<file path="src/rtl/jpeg_pkg.sv">
// Shared definitions for the JPEG output path.
//   MCU_DIM / MCU_PIXELS : geometry of one 8x8 MCU (4:4:4 sampling)
//   rgb24_t              : packed {R,G,B} pixel
//   mcu_wr_state_t       : raster writer control states
//   ceil_div8()          : number of MCUs needed to cover a dimension
package jpeg_pkg;

    localparam int MCU_DIM    = 8;
    localparam int MCU_PIXELS = MCU_DIM * MCU_DIM;

    typedef struct packed {
        logic [7:0] r;
        logic [7:0] g;
        logic [7:0] b;
    } rgb24_t;

    typedef enum logic [1:0] {
        IDLE = 2'd0,
        RUN  = 2'd1,
        DONE = 2'd2
    } mcu_wr_state_t;

    function automatic int ceil_div8(input int n);
        return (n + MCU_DIM - 1) / MCU_DIM;
    endfunction

endpackage

</file>
<file path="src/rtl/mcu_addr_gen.sv">
// Position tracker for MCU-ordered pixels.
// Walks px/py inside an MCU, then MCUs left-to-right, top-to-bottom, and
// presents the raster address of the current pixel with no multiplier:
// row_base tracks y*WIDTH incrementally, the column is a concatenation.
//   clk, rst_n : clock, async active-low reset
//   clear      : return to pixel (0,0) of MCU (0,0); wins over advance
//   advance    : step to the next pixel in MCU order
//   addr       : y*WIDTH + x of the current pixel, truncated to ADDR_WIDTH
//   in_bounds  : current pixel lies inside the image
//   last       : current pixel is the final pixel of the final MCU
module mcu_addr_gen
    import jpeg_pkg::*;
#(
    parameter int WIDTH      = 640,
    parameter int HEIGHT     = 480,
    parameter int ADDR_WIDTH = 19
) (
    input  logic                  clk,
    input  logic                  rst_n,
    input  logic                  clear,
    input  logic                  advance,
    output logic [ADDR_WIDTH-1:0] addr,
    output logic                  in_bounds,
    output logic                  last
);

    localparam int MCUS_X = ceil_div8(WIDTH);
    localparam int MCUS_Y = ceil_div8(HEIGHT);
    localparam int MXW    = (MCUS_X > 1) ? $clog2(MCUS_X) : 1;
    localparam int MYW    = (MCUS_Y > 1) ? $clog2(MCUS_Y) : 1;
    localparam int XW     = MXW + 3;
    localparam int YW     = MYW + 3;
    // Widest value the address path can reach (padded rows and columns).
    localparam int FULL_W = $clog2(MCUS_Y * MCU_DIM * WIDTH + MCUS_X * MCU_DIM) + 1;
    localparam int AW     = (FULL_W > ADDR_WIDTH) ? FULL_W : ADDR_WIDTH;

    localparam logic [AW-1:0]   ROW_STEP     = AW'(WIDTH);
    localparam logic [AW-1:0]   MCU_ROW_STEP = AW'(WIDTH * MCU_DIM);
    localparam logic [MXW-1:0]  MX_LAST      = MXW'(MCUS_X - 1);
    localparam logic [MYW-1:0]  MY_LAST      = MYW'(MCUS_Y - 1);
    localparam logic [XW:0]     X_LIM        = (XW + 1)'(WIDTH);
    localparam logic [YW:0]     Y_LIM        = (YW + 1)'(HEIGHT);

    logic [2:0]     px, py;
    logic [MXW-1:0] mcu_x;
    logic [MYW-1:0] mcu_y;
    logic [AW-1:0]  mcu_row_base;   // mcu_y*8*WIDTH
    logic [AW-1:0]  row_base;       // (mcu_y*8 + py)*WIDTH

    logic          px_wrap, py_wrap, mx_wrap;
    logic [XW-1:0] x;
    logic [YW-1:0] y;
    logic [AW-1:0] addr_full;

    assign px_wrap = (px == 3'd7);
    assign py_wrap = (py == 3'd7);
    assign mx_wrap = (mcu_x == MX_LAST);

    // MCU size is a power of two, so coordinates are plain concatenations.
    assign x = {mcu_x, px};
    assign y = {mcu_y, py};

    assign addr_full = row_base + AW'(x);
    assign addr      = addr_full[ADDR_WIDTH-1:0];
    assign in_bounds = ({1'b0, x} < X_LIM) && ({1'b0, y} < Y_LIM);
    assign last      = px_wrap && py_wrap && mx_wrap && (mcu_y == MY_LAST);

    always_ff @(posedge clk or negedge rst_n) begin
        if (!rst_n) begin
            px           <= '0;
            py           <= '0;
            mcu_x        <= '0;
            mcu_y        <= '0;
            mcu_row_base <= '0;
            row_base     <= '0;
        end else if (clear) begin
            px           <= '0;
            py           <= '0;
            mcu_x        <= '0;
            mcu_y        <= '0;
            mcu_row_base <= '0;
            row_base     <= '0;
        end else if (advance) begin
            px <= px + 3'd1;
            if (px_wrap) begin
                py <= py + 3'd1;
                if (!py_wrap) begin
                    row_base <= row_base + ROW_STEP;
                end else if (!mx_wrap) begin
                    // Next MCU to the right starts back at the top row.
                    mcu_x    <= mcu_x + MXW'(1);
                    row_base <= mcu_row_base;
                end else begin
                    // Next MCU row. After the final MCU mcu_y may run past
                    // MCUS_Y-1; that is harmless since a clear precedes reuse.
                    mcu_x        <= '0;
                    mcu_y        <= mcu_y + MYW'(1);
                    mcu_row_base <= mcu_row_base + MCU_ROW_STEP;
                    row_base     <= mcu_row_base + MCU_ROW_STEP;
                end
            end
        end
    end

endmodule

</file>
<file path="src/rtl/jpeg_mcu_raster_writer.sv">
// Converts an MCU-ordered RGB pixel stream into raster frame-buffer writes.
//   clk, rst_n  : clock (frame-buffer write domain), async active-low reset
//   start       : pulse in IDLE to arm a new frame
//   busy        : frame in progress (RUN state)
//   frame_done  : one-cycle pulse alongside the final pixel's write slot
//   in_valid/in_ready/in_data : pixel stream, {R,G,B}
//   wr_en/wr_addr/wr_data     : frame-buffer write port, one cycle after
//                               each transfer; clipped pixels give wr_en=0
module jpeg_mcu_raster_writer
    import jpeg_pkg::*;
#(
    parameter int WIDTH      = 640,
    parameter int HEIGHT     = 480,
    parameter int ADDR_WIDTH = 19
) (
    input  logic                  clk,
    input  logic                  rst_n,
    input  logic                  start,
    output logic                  busy,
    output logic                  frame_done,
    input  logic                  in_valid,
    output logic                  in_ready,
    input  logic [23:0]           in_data,
    output logic                  wr_en,
    output logic [ADDR_WIDTH-1:0] wr_addr,
    output logic [23:0]           wr_data
);

    mcu_wr_state_t state, state_nxt;

    logic                  xfer;
    logic                  clear;
    logic [ADDR_WIDTH-1:0] ag_addr;
    logic                  ag_in_bounds;
    logic                  ag_last;
    rgb24_t                pix_q;

    assign xfer = in_valid && in_ready;

    mcu_addr_gen #(
        .WIDTH      (WIDTH),
        .HEIGHT     (HEIGHT),
        .ADDR_WIDTH (ADDR_WIDTH)
    ) u_addr_gen (
        .clk       (clk),
        .rst_n     (rst_n),
        .clear     (clear),
        .advance   (xfer),
        .addr      (ag_addr),
        .in_bounds (ag_in_bounds),
        .last      (ag_last)
    );

    always_ff @(posedge clk or negedge rst_n) begin
        if (!rst_n) state <= IDLE;
        else        state <= state_nxt;
    end

    // in_ready depends on state only so the upstream handshake has no
    // combinational loop back through in_valid.
    always_comb begin
        state_nxt  = state;
        in_ready   = 1'b0;
        busy       = 1'b0;
        frame_done = 1'b0;
        clear      = 1'b0;
        case (state)
            IDLE: begin
                if (start) begin
                    state_nxt = RUN;
                    clear     = 1'b1;
                end
            end
            RUN: begin
                in_ready = 1'b1;
                busy     = 1'b1;
                if (in_valid && ag_last) state_nxt = DONE;
            end
            DONE: begin
                frame_done = 1'b1;
                state_nxt  = IDLE;
            end
            default: state_nxt = IDLE;
        endcase
    end

    // Write port: address and data follow every transfer (clipped or not),
    // the strobe only fires for in-image pixels.
    always_ff @(posedge clk or negedge rst_n) begin
        if (!rst_n) begin
            wr_en   <= 1'b0;
            wr_addr <= '0;
            pix_q   <= '0;
        end else begin
            wr_en <= xfer && ag_in_bounds;
            if (xfer) begin
                wr_addr <= ag_addr;
                pix_q   <= in_data;
            end
        end
    end

    assign wr_data = pix_q;

endmodule

</file>
<file path="config.mk">
export PLATFORM = sky130hd
export DESIGN_NAME = jpeg_mcu_raster_writer
export DESIGN_NICKNAME = d
export VERILOG_FILES = /design/src/rtl/jpeg_pkg.sv /design/src/rtl/mcu_addr_gen.sv /design/src/rtl/jpeg_mcu_raster_writer.sv
export SDC_FILE = /design/constraint.sdc
export NUM_CORES = 1
export LEC_CHECK = 0
export CAP_MARGIN = 40
export CORE_MARGIN = 5
export CORE_UTILIZATION = 49
export DETAILED_ROUTE_END_ITERATION = 10
export GPL_TIMING_DRIVEN = 0
export MAX_ROUTING_LAYER = met4
export PLACE_DENSITY = 0.83
export REMOVE_ABC_BUFFERS = 1
export SYNTH_ARGS = -nofsm -noshare
export SYNTH_HDL_FRONTEND = slang
export SYNTH_SLANG_ARGS = --single-unit
</file>
<file path="constraint.sdc">
create_clock -name clk -period 2.4 [get_ports clk]
set_clock_uncertainty 0.2 [all_clocks]
set_input_delay 0.48 -clock clk [delete_from_list [all_inputs] [get_ports clk]]
set_output_delay 0.48 -clock clk [all_outputs]
set_load 0.05 [all_outputs]
</file>
; ---- Word level (Yosys, flattened, before mapping)
; Index checks and enable logic that the tools add are counted.
[totals]
out_inout_bits = 47
reg_bits = 105
elab_cells = 76
[op_classes]
mux = 31
n_reduce_logical = 16
magnitude_cmp = 2
n_addsub = 7
eq_ne = 8
[ops]
columns = cell, count
row1 = 20-bit 2-to-1 mux, 9
row2 = 7-bit 2-to-1 mux, 5
row3 = 6-bit 2-to-1 mux, 5
row4 = 20-bit by 10-bit adder with 20-bit output (second input constant), 1
row5 = 20-bit by 13-bit adder with 20-bit output (second input constant), 1
row6 = 19-bit by 10-bit adder with 19-bit output, 1
row7 = 3-bit 2-to-1 mux, 5
row8 = 10-bit < comparator (second input constant), 1
row9 = 9-bit < comparator (second input constant), 1
row10 = 2-bit nonzero test, 4
row11 = 7-bit by 1-bit adder with 7-bit output (second input constant), 1
row12 = 7-bit == test (second input constant), 1
row13 = 1-bit logical AND, 7
row14 = 3-bit by 1-bit adder with 3-bit output (second input constant), 2
row15 = 6-bit by 1-bit adder with 6-bit output (second input constant), 1
row16 = 3-bit == test (second input constant), 2
row17 = 6-bit == test (second input constant), 1
row18 = 1-bit 2-to-1 mux, 4
row19 = 2-bit 2-to-1 mux, 2
row20 = 2-bit != test (second input constant), 2
row21 = 2-bit one-hot mux with 2 select lines, 1
row22 = 2-bit AND reduction, 2
row23 = 4-bit AND reduction, 1
row24 = 3-bit AND reduction, 1
row25 = other kinds (3), 3

; ---- Logic depth before layout (Yosys ltp)
; Gate-level depths: netlist of run 1.
[depth]
word_depth = 7
ltp_mapped = 10
ltp_nobuf = 9

; ---- Modules after synthesis
; A second synthesis of run 1 with hierarchy kept.
[hier_totals]
hier_cells = 416
area_unflattened_um2 = 4704.5
[by_module_without_submodules]
columns = module, seq_area_each_um2, area_per_inst_um2, n_inst, cells_each
row1 = mcu_addr_gen, 1026.0, 2772.7, 1, 313
row2 = jpeg_mcu_raster_writer, 1151.1, 1931.9, 1, 103

; ---- Worst setup path before layout of run 1
; Ideal clock, no wire load.
[synth_path]
kind = reg-to-reg
startpoint = register u_addr_gen.row_base[5]
endpoint = register wr_addr[18]
path_stages_with_launch = 10
period_less_slack_ns = 2.453
arrival_time_ns = 2.123
path_slack_ns = -0.053
path_cell_list = dfrtp_1 ha_1 inv_1 fa_1 nor2b_1 o31a_1 o21ai_1 a2111oi_2 xnor2_1 o21ai_1
[synth_via]
elab_chain_len = 1
[synth_rtl]
columns = element, line
row1 = from (decl), mcu_addr_gen.sv:48  ; logic [AW-1:0] row_base;
row2 = from (signal assigned), mcu_addr_gen.sv:88  ; row_base <= row_base + ROW_STEP;
row3 = from (signal assigned), mcu_addr_gen.sv:92  ; row_base <= mcu_row_base;
row4 = from (signal assigned), mcu_addr_gen.sv:99  ; row_base <= mcu_row_base + MCU_ROW_STEP;
row5 = 19-bit by 10-bit adder with 19-bit output, mcu_addr_gen.sv:63  ; assign addr_full = row_base + AW'(x);
row6 = to (signal assigned), jpeg_mcu_raster_writer.sv:97  ; wr_addr <= ag_addr;
row7 = to (decl), jpeg_mcu_raster_writer.sv:25  ; output logic [ADDR_WIDTH-1:0] wr_addr,
; Every way passes these cells.
; A chain may end at the register's enable or synchronous reset.

; ---- Worst setup path after layout of run 1
; Ends and elaborated chain as after synthesis.

==> results.yml, run 1 <==
run_status:
  run_status: "finished, violations left"
  violations: "negative setup slack"
critical_path:
  crit_chain: "buf_4 > ha_1 > o21a_1 > o31a_1 > o21ai_4 > a2111oi_4 > xnor2_1 > o21ai_1"
  r2r_slack_ns: -0.00004
  rr_worst_depth: 8
  r2r_start: "u_addr_gen.row_base[5]"
  crit_required_ns: 2.44
  end_kind: "flip-flop"
  crit_path_max_incr_delay_ns: 0.44
  cp-start-kind: "flip-flop"
  worstSetupPathType: "flip-flop to flip-flop"
  cp_num_buf_inv: 1
  crit_arrival_ns: 2.44
  crit_slowest_cell: "dfrtp_2"
  timing.rr.end: "wr_addr[18]"
  crit_fanout: 5
  cp_top_family: "compound AO/OA/AOI/OAI gates"
power:
  p_sw_w: 0.001749
  power_frac_clock_pct: 22.5
  internal_power_w: 0.002812
  switching_share_pct: 38.35
  total_power_w: 0.004562
  power.leakage_nw: 2.586
  p_seq_share_pct: 40.8
  comb_power_share_pct: 36.7
  p_per_area_mw_per_mm2: 777.9
  vdd_drop_max_uv: 333.3
grt:
  first_global_vias: 3825
  grt_max_degree: 66
  grt_first_pass_wirelength_um: 17960
  overflow: 0
  gr-usage-all-layers_pct: 20.00
  antenna_found_initial: 0
worst_hold_path:
  whs_endpoint: "wr_data[12]"
  worstHoldPathType: "flip-flop to flip-flop"
  hold_start: "wr_data[12]"
  hold_depth: 2
floorplanning:
  core_area_mm2: 0.009196
  io_pins: 75
  die-area_mm2: 0.01139
  die_w_um: 106.7
  num_rows: 35
  initial_core_util_pct: 49.86
  die_y_um: 106.7
timing:
  hold_viol: 0
  rsz0062_at_grt: "true"
  setup_viol: 1
  fmax_mhz: 416.7
  finalWorstSetupSlack_ns: -0.00003508
  fin_crit_ns: 2.400
  tns_ns: -0.00003508
  tightest_slew_ns: 0.6611
  slew_violations: 0
  period_share_pct: 100.0
  slew_headroom_pct: 55.93
final_layout:
  stdcell_count: 698
  design_area_mm2: 0.005864
  finalNetCount: 628
  num-fill-cells: 738
  multiInputGateArea_mm2: 0.002402
  seqCellArea_mm2: 0.002181
  drive_above_1_share_pct: 12.29
  area_delta_synth_final_pct: 27.89
yosys:
  synth-edff-count: 0
  syn_area_mm2: 0.004586
  yosys.area.top_type: "dfrtp_1"
  yosysWarnings: 0
  yosysSeqAreaShare_pct: 47.48
  syn_avg_cell_area_um2: 9.117
  synth_ff_type: "dfrtp_1"
  synth_top_area_share_pct: 47.48
  ys_ff_latch: 87
  synth.area.top_cells: "dfrtp_1 47%, nand2_1 10%, ha_1 4.9%, xnor2_1 3.8%, o21ai_0 3.6%"
  synth_cell_type_count: 61
  synthesis.instances: 503
  async_reset_ff_share_pct: 100.0
run:
  max_cap_violations: 0
drt:
  antenna_left: 0
  wirelength_um: 10840
  drc: 0
  route.vias.total: 3902
  wl_per_cell_um: 15.53
  first_pass_iters: 4
  drt_iter0_markers: 212
  vias_per_cell: 5.590
clocking:
  cts-root-buf: "clkbuf_8"
  insertion_delay_ns: 0.36
  cts.sinks: 87
  numCtsBuffers: 9
  cts_htree_levels: 3
  clockBufferDepth: 2
  cts_tree: "yes"
  clk_pin_slew_ns: 0.09
place:
  dp_hpwl_um: 7573
  placed_cell_area_mm2: 0.005420
  io_buffers: 74
  place_inst: 667
  gp_congestion: 0.8838
-- routing by layer --
layer	routed length, um	GRT usage [%]	part of all wire [%]	vias up
met5	0	-	0	-
met4	280	9.589	2.6	0
met3	709	3.552	6.5	26
met2	5168	32.10	48	138
met1	4683	24.63	43	1850
li1	-	-	-	1888
-- final cells by class --
| type | count | area share (%) |
|---|---|---|
| clock inverter | 6 | 1.195 |
| tap | 111 | 2.368 |
| antenna | 1 | 0.04267 |
| multi-input combinational | 383 | 40.96 |
| inverter | 8 | 0.5121 |
| sequential | 87 | 37.19 |
| clock buffer | 10 | 2.176 |
| timing repair buffer | 92 | 15.55 |
-- synthesized netlist by cell type (all sizes together) (8+ instances only) --
| cell | n |
|---|---|
| a21oi | 29 |
| buf | 8 |
| clkbuf | 17 |
| dfrtp | 87 |
| ha | 18 |
| inv | 8 |
| nand2 | 128 |
| nand3 | 14 |
| nand4 | 8 |
| nor2 | 29 |
| o21ai | 42 |
| xnor2 | 20 |
| xor2 | 16 |
-- power by group through the flow --
stage	registers, W	clock network, W	logic, W
detailed placement	0.00188	0	0.00153
floorplan	0.00227	0	0.000621
finish	0.00186	0.00103	0.00167
global route	0.00190	0.00111	0.00182
global placement	0.00186	0	0.00146
CTS	0.00185	0.00104	0.00157
-- how the worst max path moves through the flow --
stage                                       from                     endpoint  depth (start not counted)
after floorplan                         state[1]                   wr_addr[4]                          5
after global placement                     rst_n  u_addr_gen.mcu_row_base[16]                          1
after detailed placement                in_valid       u_addr_gen.row_base[9]                          6
after CTS                       u_addr_gen.px[0]                  wr_addr[18]                          9
after global routing      u_addr_gen.row_base[5]                  wr_addr[18]                          9
final                     u_addr_gen.row_base[5]                  wr_addr[18]                          8
-- worst reg2reg max path, cell delays in order (launching register included) --
cell,delay (ns)
dfrtp_2,0.44
buf_4,0.17
ha_1,0.38
o21a_1,0.15
o31a_1,0.23
o21ai_4,0.13
a2111oi_4,0.32
xnor2_1,0.18
o21ai_1,0.07
-- metrics by stage --
stage                     util [%]  setup slack, ns  hold WS (ns)
after global placement       58.10           -2.325        0.2574
after detailed placement     58.94          -0.4507        0.1915
after global routing         63.74          -0.1124        0.3024
after CTS                    62.29          -0.1066        0.2816
after floorplan                  -          -0.5014      -0.01559
final                        63.77      -0.00003508        0.2762
-- what timing repair did --
item	4_1_cts	5_1_grt
cloned	0	0
setup buffers	9	4
pin swaps	4	9
endpoints found under the hold margin	22	0
endpoints found under the setup margin	31	32
hold buffers	1	0
gates resized for setup	12	29
-- state kept, by name, indices dropped and copies added (netlist names) --
name	flops
state	2
u_addr_gen.mcu_row_base	9
u_addr_gen.mcu_x	7
u_addr_gen.mcu_y	6
u_addr_gen.px	3
u_addr_gen.py	3
u_addr_gen.row_base	13
wr_addr	19
wr_data	24
wr_en	1
-- logic make-up (layout without fill, tap and decap cells) --
family / count (synthesis) / in the layout / synth area share, %
compound gates: 108 / 108 / 14.54
xor+xnor: 36 / 36 / 6.876
fa+ha+maj: 19 / 19 / 5.348
buf+inv: 33 / 116 / 3.329
flops: 87 / 87 / 47.48
mux: 2 / 2 / 0.4366
other cells: 0 / 1 / 0
simple gates: 218 / 218 / 21.99
-- placed cells by master, fill, tap and decap left out, types with 5 or more instances in the layout --
master,count
nand2_1,124
buf_4,15
xor2_1,16
ha_1,12
o22ai_1,5
inv_1,8
nand4_1,8
a21oi_1,24
o21ai_0,29
nand2b_1,5
nand3_1,13
nor2_1,29
clkdlybuf4s50_1,70
clkbuf_8,9
o21ai_1,12
xnor2_1,19
a22o_1,5
dfrtp_1,84
Power figures use the tool's default switching activity.
==> run 2, diff against run 1 <==
--- a/config.mk
+++ b/config.mk
@@ -7,11 +7,11 @@
 export LEC_CHECK = 0
 export CAP_MARGIN = 40
 export CORE_MARGIN = 5
-export CORE_UTILIZATION = 49
+export CORE_UTILIZATION = 46
 export DETAILED_ROUTE_END_ITERATION = 10
 export GPL_TIMING_DRIVEN = 0
 export MAX_ROUTING_LAYER = met4
-export PLACE_DENSITY = 0.83
+export PLACE_DENSITY = 0.79
 export REMOVE_ABC_BUFFERS = 1
 export SYNTH_ARGS = -nofsm -noshare
 export SYNTH_HDL_FRONTEND = slang
==> run 2 against run 1 <==
The run now ends clean. Critical endpoint unchanged. Largest power group unchanged. Combinational power is essentially flat. Via count down 2.6%. Critical path type unchanged. Global-route usage shrank 1.4 points. Flip-flop and latch count did not move. Critical path depth is 1 higher. Utilization fell by 3.1 points. Register-to-register slack better by 0.06 ns. Maximum frequency grew 2.7%. Sequential power is essentially flat.
==> results.yml, run 2 (same netlist as run 1, synthesis figures left out) <==
floorplanning:
  die-area_mm2: 0.01207
  initial_core_util_pct: 47.13
  io_pins: 75
  core_area_mm2: 0.009729
  die_w_um: 109.8
  num_rows: 36
  die_y_um: 109.8
timing:
  period_share_pct: 97.33
  tightest_slew_ns: 0.6168
  slew_headroom_pct: 58.45
  rsz0062_at_grt: "true"
  hold_viol: 0
  setup_viol: 0
  fmax_mhz: 428.1
  fin_crit_ns: 2.336
  slew_violations: 0
run_status:
  run_status: "finished clean"
drt:
  wirelength_um: 10540
  vias_per_cell: 5.295
  drt_iter0_markers: 280
  first_pass_iters: 4
  antenna_left: 0
  route.vias.total: 3802
  drc: 0
  wl_per_cell_um: 14.68
critical_path:
  crit_chain: "ha_2 > inv_1 > fa_2 > nor2b_2 > o31a_1 > o21ai_4 > a2111oi_4 > xnor2_1 > o21ai_1"
  end_kind: "flip-flop"
  worstSetupPathType: "flip-flop to flip-flop"
  cp-start-kind: "flip-flop"
  crit_fanout: 5
  crit_slowest_cell: "dfrtp_1"
  crit_arrival_ns: 2.37
  crit_path_max_incr_delay_ns: 0.39
  crit_required_ns: 2.44
final_layout:
  largest_reg_flops: 24
  area_delta_synth_final_pct: 28.62
  diodes: 0
  mostFrequentLayoutCells: "125 x nand2_1, 84 x dfrtp_1, 70 x clkdlybuf4s50_1"
  drive_above_1_share_pct: 11.79
  final_common_cell: "nand2_1"
  finalNetCount: 627
  stdcell_count: 718
  post-route-util_pct: 60.62
place:
  io_buffers: 74
  gp_congestion: 0.8553
  dp_hpwl_um: 7519
  place_inst: 689
grt:
  gr-usage-all-layers_pct: 18.60
  first_global_vias: 3765
  antenna_found_initial: 0
  grt_first_pass_wirelength_um: 17370
  overflow: 0
  grt_max_degree: 51
power:
  power.leakage_nw: 2.612
  p_per_area_mw_per_mm2: 797.6
  vdd_drop_max_uv: 388.4
clocking:
  cts.sinks: 87
  numCtsBuffers: 9
  clk_pin_slew_ns: 0.08
  insertion_delay_ns: 0.36
  cts-root-buf: "clkbuf_8"
  cts_tree: "yes"
  clockBufferDepth: 2
  cts_htree_levels: 3
worst_hold_path:
  worstHoldPathType: "flip-flop to flip-flop"
run:
  max_cap_violations: 0
[run 2: path summary, 6_finish.rpt]
check,startpoint,end,slack [ns],depth (start not counted)
max,u_addr_gen.px[0],wr_addr[18],0.06,9
min,wr_data[15],wr_data[15],0.28,2
max reg2reg,u_addr_gen.px[0],wr_addr[18],0.06,9
min reg2reg,wr_data[15],wr_data[15],0.28,2
max in group asynchronous,rst_n,u_addr_gen.mcu_x[4],0.95,3
min in group asynchronous,rst_n,wr_data[16],0.43,2
[run 2: layout make-up]
class                           instances  area, um^2
Timing Repair Buffer                   91       897.1
Sequential cell                        87        2181
Inverter                                8       30.03
Fill cell                             813        3831
Tap cell                              133       166.4
Multi-Input combinational cell        383        2381
Clock inverter                          2       60.06
Clock buffer                           14       182.7
[run 2: stage by stage]
step                setup WS, ns  area, um^2  hold slack, ns  TNS [ns]  total power (W)
global placement          -2.326        5370          0.2578   -246.22         0.003333
floorplan                -0.5014        4463        -0.01559    -15.59         0.002891
global route            -0.02783        5898          0.3067  -0.04445         0.004971
detailed placement       -0.4813        5440          0.2640    -8.463         0.003401
CTS                     0.006455        5801          0.2827         0         0.004662
finish                   0.06408        5898          0.2772         0         0.004704
[run 2: critical path, delay by kind of cell (launching register included)]
kind	cells	cell delay (ns)
compound gates	4	0.70
buf+inv	1	0.05
simple gates	1	0.15
fa+ha+maj	2	0.56
xor+xnor	1	0.16
flops	1	0.39
[run 2: what timing repair did]
| action | 4_1_cts | 5_1_grt |
|---|---|---|
| pin swaps | 5 | 6 |
| endpoints found under the hold margin | 37 | 0 |
| hold buffers | 1 | 0 |
| setup buffers | 8 | 4 |
| endpoints found under the setup margin | 31 | 22 |
| gates cloned | 0 | 0 |
| resized for setup | 13 | 27 |
[run 2: power breakdown]
group / switching, W / internal [W]
Sequential: 0.000188 / 0.00168
Clock: 0.000490 / 0.000701
Combinational: 0.00101 / 0.000641
Total: 0.00169 / 0.00302
[run 2: routing by layer]
layer	vias to the layer above	part of all wire [%]	GRT usage [%]
li1	1875	-	-
met1	1804	43	23.32
met2	117	49	30.16
met3	6	7.7	2.760
met4	0	0.56	7.747
met5	-	0	-
